File: src/rtl/regfile_mp.sv
`default_nettype none
// ============================================================================
// regfile_mp : multi-read-port register file with write bypass, port-1
//              write priority and a post-reset zeroing scrub.
// Revision   : 1.0
// ============================================================================
module regfile_mp #(
  parameter int WIDTH    = 32,
  parameter int DEPTH    = 32,
  parameter int NREAD    = 2,
  parameter int BYPASS   = 1,
  parameter int ZERO_REG = 1,
  parameter int RET_REG  = 3,
  localparam int AW      = $clog2(DEPTH)
) (
  input  logic                   clk,
  input  logic                   rst_n,
  input  logic [NREAD*AW-1:0]    raddr,
  output logic [NREAD*WIDTH-1:0] rdata,
  input  logic                   wen0,
  input  logic [AW-1:0]          waddr0,
  input  logic [WIDTH-1:0]       wdata0,
  input  logic                   wen1,
  input  logic [AW-1:0]          waddr1,
  input  logic [WIDTH-1:0]       wdata1,
  output logic                   busy,
  output logic [WIDTH-1:0]       ret_val
);

  localparam logic [AW-1:0] RET_IDX   = AW'(RET_REG);
  localparam logic [AW-1:0] LAST_IDX  = AW'(DEPTH - 1);
  localparam bit            ZERO_EN   = (ZERO_REG != 0);
  localparam bit            BYPASS_EN = (BYPASS != 0);

  typedef enum logic [1:0] {
    ST_RESET = 2'd0,
    ST_CLEAR = 2'd1,
    ST_READY = 2'd2
  } state_t;

  state_t           state;
  logic [AW-1:0]    scrub_cnt;
  logic [WIDTH-1:0] mem [DEPTH];
  logic [WIDTH-1:0] sel [NREAD];
  logic             we0;
  logic             we1;

  // Port 1 wins an address collision, so port 0 backs off when they match.
  assign we0 = wen0 && !(ZERO_EN && (waddr0 == '0)) && !(wen1 && (waddr1 == waddr0));
  assign we1 = wen1 && !(ZERO_EN && (waddr1 == '0));

  // The first edge out of reset already clears entry 0, so the scrub
  // takes exactly DEPTH edges.
  always_ff @(posedge clk) begin
    if (!rst_n) begin
      state     <= ST_RESET;
      scrub_cnt <= '0;
      busy      <= 1'b1;
    end else begin
      case (state)
        ST_RESET, ST_CLEAR: begin
          mem[scrub_cnt] <= '0;
          scrub_cnt      <= scrub_cnt + AW'(1);
          if (scrub_cnt == LAST_IDX) begin
            state <= ST_READY;
            busy  <= 1'b0;
          end else begin
            state <= ST_CLEAR;
          end
        end
        ST_READY: begin
          if (we0) mem[waddr0] <= wdata0;
          if (we1) mem[waddr1] <= wdata1;
        end
        default: begin
          state     <= ST_RESET;
          scrub_cnt <= '0;
          busy      <= 1'b1;
        end
      endcase
    end
  end

  generate
    for (genvar i = 0; i < NREAD; i++) begin : g_rd
      logic [AW-1:0] ra;
      assign ra = raddr[i*AW +: AW];
      assign sel[i] = (ZERO_EN && (ra == '0))                 ? '0     :
                      (BYPASS_EN && wen1 && (waddr1 == ra))   ? wdata1 :
                      (BYPASS_EN && wen0 && (waddr0 == ra))   ? wdata0 :
                                                                mem[ra];
    end
  endgenerate

  always_ff @(posedge clk) begin
    if (!rst_n || busy) begin
      rdata <= '0;
    end else begin
      for (int i = 0; i < NREAD; i++) begin
        rdata[i*WIDTH +: WIDTH] <= sel[i];
      end
    end
  end

  assign ret_val = busy ? '0 : mem[RET_IDX];

endmodule
`default_nettype wire

File: config.mk
export PLATFORM = sky130hd
export DESIGN_NAME = regfile_mp
export DESIGN_NICKNAME = d
export VERILOG_FILES = /design/src/rtl/regfile_mp.sv
export SDC_FILE = /design/constraint.sdc
export NUM_CORES = 2
export LEC_CHECK = 0
export BUFFER_PORTS_ARGS = -buffer_cell sky130_fd_sc_hd__buf_2
export CAP_MARGIN = 10
export CORE_MARGIN = 5
export CORE_UTILIZATION = 60
export DETAILED_ROUTE_END_ITERATION = 10
export PLACE_DENSITY = 0.78
export SYNTH_ARGS = -nofsm -noshare
export SYNTH_HDL_FRONTEND = slang
export SYNTH_SLANG_ARGS = --single-unit
File: constraint.sdc
create_clock -name clk -period 5.5 [get_ports clk]
set_input_delay 0.55 -clock clk [delete_from_list [all_inputs] [get_ports clk]]
set_output_delay 0.55 -clock clk [all_outputs]
set_load 0.05 [all_outputs]
==> results_dict.tcl <==
set metrics [dict create \
    dieArea_um2 109000 \
    ys_types 61 \
    finClkSkew_ns 0.0208 \
    die_x_um 329 \
    gp_congestion 0.935 \
    timing.fmax_mhz 231 \
    drc_errors 0 \
    grt_pass1_vias 45500 \
    drv_slew 0 \
    period_needed_ns 4.32 \
    finalSetupViolCount 0 \
    end_kind "register" \
    criticalPathCategory "register to register" \
    cts_setup_buffers 0 \
    syn_inst 5065 \
    setup_tns_ns 0 \
    required_ns 5.89 \
    switchingPower_uw 4210 \
    outcome "finished, final reports clean" \
    cp-start-kind "register" \
    drtIter0Drc 8676 \
    synth_edf_count 1024 \
    syn2layout_area_growth_pct 9.45 \
    route.met3.wl_mm 39.4 \
    viasPerCell 7.38 \
    post-route-period-util_pct 78.6 \
    p_sw_share_pct 22.9 \
    clockBufferDepth 3 \
    post_cts_resized 0 \
    numCtsBuffers 112 \
    core_area_um2 102000 \
    synth.net_count 5155 \
    grt.total_usage_pct 37.9 \
    port_buffers 184 \
    rows 117 \
    die-height_um 329 \
    ys_ff_latch 1096 \
    power_leakage_uw 0.0195 \
    worstPathMaxFanout 29 \
    syn_area_um2 61200 \
    totalWireLength_mm 207 \
    root_buffer "clkbuf_16" \
    pwr-share-clk_pct 43.8 \
    dp_hpwl_mm 127 \
    drv_cap 0 \
    wl_per_cell_um 32.7 \
    wl_met1_mm 64.2 \
    grt_pass1_wl_mm 300 \
    final_layout_size_suffix_gt1_share_pct 23.0 \
    worst_pin_slew_ns 1.31 \
    vias 46700 \
    p_seq_share_pct 49.4 \
    rsz0062_at_grt "no" \
    total_power_uw 18400 \
    ys_seq_area_share_pct 52.6 \
    power_frac_comb_pct 6.8 \
    synth.yosys.warnings 0 \
    synth_area_per_cell_um2 12.1 \
    cts_tree "yes" \
    antenna_found_initial 13 \
    clk_latency_ns 0.71 \
    final_antenna_net_count 0 \
    htree_levels 3 \
    async_flop_share_pct 0 \
    clkTransAtPathRegs_ns 0.06 \
    first_pass_iters 7 \
    vdd_drop_max_v 0.000242 \
    finalHoldViolations 0 \
    nNetsFinal 4941 \
    fill_cells 7076 \
    maxSlewHeadroom_pct 12.7 \
    top_layer "met5" \
    globalRouteOverflowTotal 0 \
    initial_core_util_pct 60.3 \
    wl_met2_mm 90.7 \
    grt_max_degree 130 \
    p_int_uw 14200 \
    hp-class "input pin to register" \
    ios 185 \
    synth_flop_cell "edfxtp_1" \
    power-per-cell-area_nw_per_um2 274 \
    crit_arrival_ns 4.71 \
    cts_hold_buf 0 \
    clock_sink_count 1096 \
]
==> synthesized netlist by cell type (39+ instances only) <==
cell type | n | share of area (%)
edfxtp_1 | 1024 | 50
o21ai_1 | 207 | 1.7
buf_2 | 107 | 0.87
nor2b_1 | 72 | 0.74
a22oi_1 | 186 | 2.3
a21oi_1 | 64 | 0.52
nand2_1 | 1107 | 6.8
o21ai_0 | 787 | 6.4
mux4_2 | 542 | 20
dfxtp_1 | 72 | 2.4
clkbuf_1 | 475 | 2.9
inv_1 | 39 | 0.24
==> flip-flops by register name, summed over array words and instances, names as in the netlist <==
signal / cells
scrub_cnt: 5
busy: 1
state: 2
mem: 1024
rdata: 64
==> metrics by stage <==
stage,util (%),setup slack [ns],cells,hold WS [ns],area (um2)
after floorplan,-,1.46,5065,0.514,61200
after global placement,62.1,1.24,6101,0.605,63000
after detailed placement,62.1,1.14,6101,0.603,63000
after CTS,65.8,1.37,6312,0.0738,66900
after global routing,65.9,1.18,6316,0.109,67000
final,66.0,1.18,6330,0.0966,67000
==> logic make-up (layout without fill, tap and decap cells) <==
kind of cell,count (synthesis),in the layout,synth area share [%]
AO/OA/AOI/OAI,1394,1394,13.0
XOR/XNOR,27,27,0.386
adder cells (fa/ha/maj),2,2,0.0409
buffers and inverters,686,569,4.85
flip-flops,1096,1096,52.6
multiplexers,581,581,20.6
other,0,14,0
AND/OR/NAND/NOR,1279,1279,8.57
==> metal layers <==
metal | vias to the layer above | global-route usage (%)
met5 | - | 0
met2 | 4616 | 55.6
met1 | 22400 | 48.6
li1 | 18800 | -
met4 | 8 | 19.4
met3 | 881 | 16.3
==> critical path, stage by stage, from the launching register on <==
cell      delay (ns)
dfxtp_1         0.60
and3b_1         0.26
o2111a_2        0.87
buf_4           0.58
a41oi_2         0.39
o22ai_4         0.98
buf_12          0.29
==> layout by cell type (no fill, tap or decap), types with 6 or more instances in the layout <==
cell,count
nand2_1,1107
edfxtp_1,1024
o21ai_0,787
mux4_2,542
o21ai_1,207
a22oi_1,186
buf_2,178
clkbuf_16,117
buf_4,108
dfxtp_1,71
nor2b_1,69
a21oi_1,64
inv_1,39
mux2i_1,38
nor2_4,34
o22ai_4,31
a211oi_1,31
a22o_1,31
a221o_1,31
clkinv_2,23
buf_12,23
clkbuf_1,21
xor2_1,17
diode_2,14
bufinv_16,14
clkbuf_8,12
clkinv_1,12
xnor2_1,10
nor2_1,9
nand3_1,7
a41oi_2,7
clkinvlp_4,7
o22ai_1,6
==> final timing paths <==
check	from	to	cells past startpoint	slack (ns)
min	wdata0[1]	rdata[33]	3	0.1
min reg2reg	state[0]	busy	2	0.62
max reg2reg	state[1]	mem[6][29]	6	1.18
max	state[1]	mem[6][29]	6	1.18
==> power by group through the flow <==
stage	logic, uW	registers, uW	clock network, uW
3_3_place_gp	1180	9250	0
2_1_floorplan	803	9240	0
6_report	1240	9080	8060
5_1_grt	1260	9080	8390
3_5_place_dp	1190	9250	0
4_1_cts	1190	9080	8020
==> area by class of cell <==
cell class	count	area [um2]	share of cell area, %
Multi-Input combinational cell	3283	26800	39.9
Clock inverter	61	677	1.01
Tap cell	1368	1710	2.55
Sequential cell	1096	32200	48.0
Timing Repair Buffer	319	2340	3.49
Antenna cell	14	35.0	0.0523
Inverter	39	146	0.218
Clock buffer	150	3170	4.73
(Power assumes the default switching activity.)
